**src/rtl/id_ex_stage.sv**
```systemverilog
// ID/EX pipeline register: captures decoded fields, registers the ALU control code,
// forwards EX/MEM and MEM/WB results onto the ALU operands and raises load-use bubbles.
module id_ex_stage #(
  parameter int DATA_W = 32,
  parameter int RA_W   = 5
) (
  input  logic              clk,
  input  logic              rst_n,
  input  logic              stall,
  input  logic              flush,
  input  logic              id_valid,
  input  logic [DATA_W-1:0] id_rs_data,
  input  logic [DATA_W-1:0] id_rt_data,
  input  logic [15:0]       id_imm,
  input  logic [RA_W-1:0]   id_rs,
  input  logic [RA_W-1:0]   id_rt,
  input  logic [RA_W-1:0]   id_rd,
  input  logic [1:0]        id_alu_op,
  input  logic [5:0]        id_funct,
  input  logic              id_alu_src,
  input  logic              id_reg_dst,
  input  logic              id_reg_write,
  input  logic              id_mem_read,
  input  logic              id_mem_write,
  input  logic              id_mem_to_reg,
  input  logic              id_branch,
  input  logic              exm_reg_write,
  input  logic [RA_W-1:0]   exm_rd,
  input  logic [DATA_W-1:0] exm_result,
  input  logic              mwb_reg_write,
  input  logic [RA_W-1:0]   mwb_rd,
  input  logic [DATA_W-1:0] mwb_result,
  output logic [DATA_W-1:0] a1,
  output logic [DATA_W-1:0] a2,
  output logic [3:0]        alu_ctrl,
  output logic [DATA_W-1:0] ex_store_data,
  output logic [RA_W-1:0]   ex_dest,
  output logic              ex_valid,
  output logic              ex_reg_write,
  output logic              ex_mem_read,
  output logic              ex_mem_write,
  output logic              ex_mem_to_reg,
  output logic              ex_branch,
  output logic              load_use
);

  typedef struct packed {
    logic       valid;
    logic       reg_write;
    logic       mem_read;
    logic       mem_write;
    logic       mem_to_reg;
    logic       branch;
    logic       alu_src;
    logic [3:0] alu_ctrl;
  } ctl_t;

  typedef struct packed {
    logic [RA_W-1:0]   rs;
    logic [RA_W-1:0]   rt;
    logic [RA_W-1:0]   dest;
    logic [DATA_W-1:0] rs_data;
    logic [DATA_W-1:0] rt_data;
    logic [DATA_W-1:0] imm;
  } dat_t;

  ctl_t       ctl_q, ctl_d;
  dat_t       dat_q, dat_d;
  logic [3:0] dec_ctrl;

  always_comb begin
    dec_ctrl = 4'b0000;
    case (id_alu_op)
      2'b00: dec_ctrl = 4'b0001;
      2'b01: dec_ctrl = 4'b0010;
      2'b11: dec_ctrl = 4'b0011;
      default: begin
        case (id_funct)
          6'b100000: dec_ctrl = 4'b0001;
          6'b100010: dec_ctrl = 4'b0010;
          6'b100100: dec_ctrl = 4'b0011;
          6'b100101: dec_ctrl = 4'b0100;
          6'b100111: dec_ctrl = 4'b0101;
          6'b101010: dec_ctrl = 4'b0110;
          default:   dec_ctrl = 4'b0000;
        endcase
      end
    endcase
  end

  // Bubbles only clear control; data fields keep their old contents since nothing consumes them.
  always_comb begin
    ctl_d = ctl_q;
    dat_d = dat_q;
    if (flush || load_use) begin
      ctl_d = '0;
    end else if (!stall) begin
      ctl_d.valid      = id_valid;
      ctl_d.reg_write  = id_valid & id_reg_write;
      ctl_d.mem_read   = id_valid & id_mem_read;
      ctl_d.mem_write  = id_valid & id_mem_write;
      ctl_d.mem_to_reg = id_valid & id_mem_to_reg;
      ctl_d.branch     = id_valid & id_branch;
      ctl_d.alu_src    = id_valid & id_alu_src;
      ctl_d.alu_ctrl   = id_valid ? dec_ctrl : 4'b0000;
      dat_d.rs         = id_rs;
      dat_d.rt         = id_rt;
      dat_d.dest       = id_reg_dst ? id_rd : id_rt;
      dat_d.rs_data    = id_rs_data;
      dat_d.rt_data    = id_rt_data;
      dat_d.imm        = {{(DATA_W-16){id_imm[15]}}, id_imm};
    end
  end

  always_ff @(posedge clk or negedge rst_n) begin
    if (!rst_n) begin
      ctl_q <= '0;
      dat_q <= '0;
    end else begin
      ctl_q <= ctl_d;
      dat_q <= dat_d;
    end
  end

  // EX/MEM is the younger producer, so it wins over MEM/WB; r0 is hard-wired zero.
  function automatic logic [DATA_W-1:0] fwd(input logic [RA_W-1:0] r,
                                            input logic [DATA_W-1:0] d);
    if (exm_reg_write && exm_rd != '0 && exm_rd == r)      return exm_result;
    else if (mwb_reg_write && mwb_rd != '0 && mwb_rd == r) return mwb_result;
    else                                                   return d;
  endfunction

  logic [DATA_W-1:0] rs_fwd, rt_fwd;
  assign rs_fwd = fwd(dat_q.rs, dat_q.rs_data);
  assign rt_fwd = fwd(dat_q.rt, dat_q.rt_data);

  assign a1            = rs_fwd;
  assign a2            = ctl_q.alu_src ? dat_q.imm : rt_fwd;
  assign ex_store_data = rt_fwd;
  assign alu_ctrl      = ctl_q.alu_ctrl;
  assign ex_dest       = dat_q.dest;
  assign ex_valid      = ctl_q.valid;
  assign ex_reg_write  = ctl_q.valid & ctl_q.reg_write;
  assign ex_mem_read   = ctl_q.valid & ctl_q.mem_read;
  assign ex_mem_write  = ctl_q.valid & ctl_q.mem_write;
  assign ex_mem_to_reg = ctl_q.valid & ctl_q.mem_to_reg;
  assign ex_branch     = ctl_q.valid & ctl_q.branch;

  assign load_use = ex_valid & ex_mem_read & (ex_dest != '0) &
                    ((ex_dest == id_rs) | (ex_dest == id_rt)) & id_valid;

endmodule

```
**config.mk**
```make
export PLATFORM = sky130hd
export DESIGN_NAME = id_ex_stage
export DESIGN_NICKNAME = d
export VERILOG_FILES = /design/src/rtl/id_ex_stage.sv
export SDC_FILE = /design/constraint.sdc
export NUM_CORES = 1
export LEC_CHECK = 0
export ABC_AREA = 1
export BUFFER_PORTS_ARGS = -buffer_cell sky130_fd_sc_hd__buf_2
export CORE_ASPECT_RATIO = 2
export CORE_MARGIN = 2
export CORE_UTILIZATION = 45
export CTS_CLUSTER_SIZE = 24
export DETAILED_ROUTE_END_ITERATION = 16
export GPL_ROUTABILITY_DRIVEN = 0
export PLACE_DENSITY = 0.75
export REMOVE_ABC_BUFFERS = 1
export SLEW_MARGIN = 20
export SYNTH_ARGS = -nofsm -noshare
export SYNTH_HDL_FRONTEND = slang
export SYNTH_SLANG_ARGS = --single-unit
```
**constraint.sdc**
```tcl
create_clock -name clk -period 1.45 [get_ports clk]
set_input_delay 0.145 -clock clk [delete_from_list [all_inputs] [get_ports clk]]
set_output_delay 0.145 -clock clk [all_outputs]
set_load 0.01 [all_outputs]
```
==> results of run 1 <==
-- per-layer routing --
layer	track usage, %	vias to the layer above
li1	-	4355
met1	38.0	4542
met2	56.8	777
met3	4.71	277
met4	22.3	0
met5	0	-
-- repair_timing --
action,CTS,global route
setup endpoints to repair,202,202
cloned,7,29
setup buffers,16,20
hold buffers,1,0
endpoints found under the hold margin,105,0
resized for setup,62,343
pin swaps,17,60
-- area by class of cell --
class / instances / area [um2]
fillers: 1149 / 3830
repair buffers: 437 / 3570
flip-flops and latches: 105 / 2630
well taps: 204 / 255
diodes: 8 / 20.0
clock buffers: 11 / 233
multi-input cells: 836 / 5450
inverters: 65 / 256
clock inverters: 4 / 31.3
-- flip-flops by register name (all words and copies together) (netlist names) --
| name | cells |
|---|---|
| ctl_q | 6 |
| ex_valid | 1 |
| ex_dest | 5 |
| dat_q | 90 |
| alu_ctrl | 3 |
-- how the worst max path moves through the flow --
stage,startpoint,end,slack (ns),cells after the start
finish,dat_q[101],ex_store_data[10],-0.82,9
floorplan,ex_dest[2],dat_q[0],-2.11,8
detailed placement,dat_q[104],a2[15],-0.39,12
CTS,dat_q[106],a1[25],-0.75,9
global route,dat_q[101],ex_store_data[18],-0.88,9
global placement,dat_q[104],ex_store_data[15],-0.35,11
-- stage by stage --
step | util (%) | hold WS (ns) | power (uW) | setup TNS [ns] | instances
after CTS | 64.6 | 0.0381 | 9280 | -85.47 | 1621
after floorplan | - | -0.151 | 5090 | -362.90 | 1005
after global routing | 76.5 | 0.0404 | 10800 | -120.06 | 1669
after detailed placement | 59.3 | 0.260 | 6720 | -48.82 | 1582
after global placement | 59.3 | 0.265 | 6650 | -45.67 | 1582
final | 76.5 | 0.0399 | 10400 | -103.02 | 1670
-- logic make-up (layout without fill, tap and decap cells) --
group                      count (synthesis)  count (layout)  synth area share (%)
xor gates and xnor gates                  25              25                  2.93
buffers and inverters                    160             517                  9.28
and+or+nand+nor                          799             800                  51.2
adders and majority gates                  3               3                 0.503
DFF                                      105             105                  35.2
AOI/OAI and AO/OA                          3               3                 0.235
other                                      1               9                0.0502
muxes                                      4               4                 0.603
-- worst max-delay path, stage by stage (launching register included) --
cell and delay [ns]:
dfrtp_1 0.40, buf_6 0.13, xnor2_2 0.12, nand2_2 0.11, nor3_4 0.17, buf_12 0.16
buf_4 0.18, nand3b_1 0.15, and2_1 0.19, buf_2 0.13
-- where the power goes --
part / internal, uW / switching (uW) / total, uW
sequential: 3270 / 379 / 3650
combinational: 2030 / 2390 / 4420
clock: 1160 / 1170 / 2330
-- cell usage in the layout, fill, tap and decap left out, types with 3 or more instances in the layout --
cell          n
nand2_4      60
xor2_1       13
nand3b_1     65
nand2_2      85
buf_6        44
nand4_1     118
nor2_1       17
dfrtp_2       3
nand2_8       4
dfrtp_1     102
clkinv_4      3
and2_4       15
buf_8         6
xor2_2        3
buf_4        50
clkbuf_16    27
nand2_1     268
clkinvlp_4    3
xnor2_1       7
buf_12       31
diode_2       8
and2_1       17
nand3_1      74
buf_2       283
inv_1        61
nand3_2      49
ha_1          3
buf_16        4
mux2_2        4
nand3_4      17
nor2_4        4
==> out/qor.yml, run 1 <==
setup_violations: 202
grt.overflow.total: 0
dp_slack_ns: -0.385
vdd_ir_drop_max_v: 0.000651
track_usage_pct: 33.3
worstReg2RegStart: "ex_dest[0]"
fin_crit_sh_pct: 156
fin_ws_ns: -0.817
yosysMostFrequentCell: "nand2_1"
worstSetupPathType: "register to primary output"
syn_inst: 1100
viasPerCell: 5.96
max_slew_margin_pct: 54.3
area_growth_pct: 66.6
core_mm2: 0.0163
rr_worst_depth: 11
place_area_mm2: 0.00964
drt_iter0_markers: 889
synthTopCellsByArea: "dfrtp_1, nand2_1, nand4_1"
wl_um: 37100
slew_viol_final: 0
cp-end-kind: "primary output"
synth_warnings: 0
met2_length_um: 18000
tightest_slew_ns: 0.685
synth_area_leader_cell: "dfrtp_1"
htreeDepth: 3
die_x_um: 95.1
required_ns: 1.31
hp-start: "id_rs_data[21]"
synth.top_cell.area_share_pct: 35.2
synth_commonest_cells: "nand2_1, nand3_1, nand4_1, dfrtp_1, nand3b_1"
worstHoldEndpoint: "dat_q[85]"
post-route-min-period_ns: 2.27
cts_buffer_depth: 2
die_y_um: 186
synth_edf_count: 0
rsz0062_at_grt: "true"
synth_ff_type: "dfrtp_1"
wl_met1_um: 11500
async_flop_share_pct: 100
cts_tree: "built"
top_layer_used: "met4"
nNetsFinal: 1648
path_max_fanout: 7
wl_met3_um: 3800
portBuffers: 301
io_pins: 303
final_hold_viol_count: 0
cts.sinks: 105
drc_errors: 0
cap_violations: 0
firstDrtPassIters: 5
reg2reg_to: "dat_q[63]"
initial_utilization_pct: 45.9
p_per_area_mw_per_mm2: 836
synth_area_mm2: 0.00747
ys_ff_latch: 105
cp-start-kind: "register"
grt_pass1_wl_um: 45100
root_buffer: "clkbuf_16"
layout-drive-gt1-share_pct: 48.2
clkSlewWorstSetupHoldPaths_ns: 0.08
max_freq_ghz: 0.441
via_count: 9951
clock_skew_ns: 0.00961
hp-class: "input port to register"
r2r_slack_ns: -0.38
violations: "setup timing"
ys_seq_area_share_pct: 35.2
grt_antenna_before_repair: 8
avgSynthCellArea_um2: 6.79
die_area_mm2: 0.0177
hold-path-cell-count: 3
leakage_uw: 0.00676
grt_pass1_vias: 8730
ant_nets: 0
arrival_ns: 2.12
num_rows: 66
grt_start_max_net_pins: 106
cts_buffers: 9
outcome: "finished, violations left"
design_area_mm2: 0.0124
place_hpwl_um: 20100
insertion_delay_ns: 0.36
wl_per_cell_um: 22.2
ys_types: 30
Note: power is estimated with default switching activity, not from simulation.
==> inputs of run 2 (changes only) <==
--- a/config.mk
+++ b/config.mk
@@ -13,7 +13,7 @@
 export CTS_CLUSTER_SIZE = 24
 export DETAILED_ROUTE_END_ITERATION = 16
 export GPL_ROUTABILITY_DRIVEN = 0
-export PLACE_DENSITY = 0.75
+export PLACE_DENSITY = 0.78
 export REMOVE_ABC_BUFFERS = 1
 export SLEW_MARGIN = 20
 export SYNTH_ARGS = -nofsm -noshare
==> run 2 against run 1 <==
Effect of this change:
- the flow still finishes with violations (setup timing)
- critical path depth is the same
- wire length decreased by 14%
- non-clock buffer count down 42
- hold slack gained 0.0023 ns
- clock skew increased by 0.00084 ns
- total power is 6.5% lower
==> out/qor.yml, run 2 (same netlist as run 1, synthesis figures left out) <==
max_stage_delay_ns: 0.42
ant_nets: 0
rsz0062_at_grt: "true"
path_delay_family: "simple AND/OR/NAND/NOR gates"
placed_cells: 1568
grt_start_max_net_pins: 106
firstDrtPassIters: 6
timing.setup.tns_ns: -102.25
grt.overflow.total: 0
p_int_uw: 6150
die_area_mm2: 0.0177
cp-start-kind: "register"
core_mm2: 0.0163
cts_buffer_depth: 2
cap_violations: 0
seq_area_mm2: 0.00263
layout.cells.most_common: "nand2_1"
rr_worst_depth: 11
tightest_slew_ns: 0.653
grt_pass1_wl_um: 42700
r2r_slack_ns: -0.43
vdd_ir_drop_max_v: 0.000562
io_pins: 303
hold-path-cell-count: 3
cp-end-kind: "primary output"
grt_pass1_vias: 8707
finalNonFillerCells: 1627
num-fill-cells: 1355
num_rows: 66
path_cells: "xnor2_1 > nand2_2 > nor3_4 > buf_12 > buf_8 > nand3b_1 > nand3_1 > nand2_1 > buf_2"
switching_share_pct: 36.8
violations: "setup timing"
p_switching_uw: 3580
leakage_uw: 0.00620
clkPwrFrac_pct: 25.4
hp-start: "id_imm[9]"
worstSetupPathType: "register to primary output"
max_freq_ghz: 0.461
clkSlewWorstSetupHoldPaths_ns: 0.08
critPathBufInv: 3
cts_buffers: 9
cts_tree: "built"
p_per_area_mw_per_mm2: 881
required_ns: 1.31
seq_power_share_pct: 36.7
reg2reg_to: "dat_q[49]"
area_growth_pct: 48.0
path_max_fanout: 7
insertion_delay_ns: 0.35
viasPerCell: 5.76
post-route-min-period_ns: 2.17
nNetsFinal: 1605
largest_register: "dat_q"
worstHoldEndpoint: "dat_q[9]"
arrival_ns: 2.02
final_cell_mix: "nand2_1, buf_2, nand4_1"
root_buffer: "clkbuf_16"
max_slew_margin_pct: 56.4
layout-drive-gt1-share_pct: 40.1
fin_crit_sh_pct: 150
initial_utilization_pct: 45.9
via_count: 9366
multiInputGateArea_mm2: 0.00479
htreeDepth: 3
worstReg2RegStart: "ex_dest[1]"
die_x_um: 95.1
wl_per_cell_um: 19.5
grt_antenna_before_repair: 8
cts.sinks: 105
clock_skew_ns: 0.0104
slew_viol_final: 0
fin_ws_ns: -0.720
setup_violations: 202
final_hold_viol_count: 0
place_hpwl_um: 20600
largest_register_ffs: 90
slowest_stage: "dfrtp_1"
die_y_um: 186
outcome: "finished, violations left"
drc_errors: 0
wl_um: 31700
drt_iter0_markers: 702
track_usage_pct: 31.3
combPwrFrac_pct: 37.9
hp-class: "input port to register"
portBuffers: 301
run 2: final cells by class:
type,instances,area share (%)
Timing Repair Buffer,395,25.4
Clock buffer,12,2.32
Tap cell,204,2.31
Clock inverter,4,0.306
Inverter,65,2.31
Sequential cell,105,23.8
Multi-Input combinational cell,835,43.4
Antenna cell,7,0.159
run 2: power by group through the flow:
stage          clock (uW)  combinational (uW)  sequential (uW)
2_1_floorplan           0                1580             3510
3_3_place_gp            0                3090             3530
3_5_place_dp            0                3140             3540
4_1_cts              2480                3220             3490
5_1_grt              2600                4000             3620
6_report             2470                3690             3570
run 2: what timing repair did:
| action | in CTS | in global routing |
|---|---|---|
| buffers inserted | 3 | 15 |
| pin swaps | 9 | 21 |
| endpoints found under the setup margin | 202 | 202 |
| endpoints found under the hold margin | 105 | 0 |
| hold buffers | 1 | 0 |
| gates resized for setup | 38 | 171 |
| cloned | 0 | 18 |
run 2: worst max path at each step:
stage,slack [ns],endpoint,start,cells after the start
final,-0.72,a2[23],dat_q[101],9
after global routing,-0.87,a1[23],dat_q[107],9
after CTS,-0.73,a1[14],dat_q[107],9
after detailed placement,-0.49,a1[4],dat_q[107],9
after global placement,-0.44,a1[4],dat_q[106],9
after floorplan,-2.11,dat_q[0],ex_dest[2],8
run 2: routing by layer:
| layer | wire length (um) | track usage, % | share of wire, % | vias to the layer above |
|---|---|---|---|---|
| met1 | 10500 | 33.1 | 33 | 4330 |
| li1 | - | - | - | 4260 |
| met2 | 16600 | 54.2 | 52 | 607 |
| met4 | 2020 | 22.9 | 6.4 | 4 |
| met5 | 24 | 0 | 0.076 | - |
| met3 | 2690 | 5.72 | 8.5 | 165 |
run 2: metrics by stage:
step	power [uW]	hold slack [ns]	worst slack, ns	util [%]	area [um2]
floorplan	5090	-0.151	-2.11	-	7020
global placement	6610	0.259	-0.440	58.3	9490
detailed placement	6690	0.261	-0.486	58.3	9490
CTS	9180	0.0349	-0.727	61.2	9960
global route	10200	0.0450	-0.867	67.9	11000
finish	9730	0.0422	-0.720	67.9	11100
run 2: worst reg2reg max path, cell delays in order, from the launching register on:
cell,delay [ns]
dfrtp_2,0.45
xor2_1,0.17
nor2_1,0.17
nand3_1,0.12
nand2_2,0.12
nand2_8,0.09
buf_6,0.14
nand3_4,0.10
buf_12,0.17
clkbuf_16,0.18
nand2_2,0.05
nand2_1,0.06
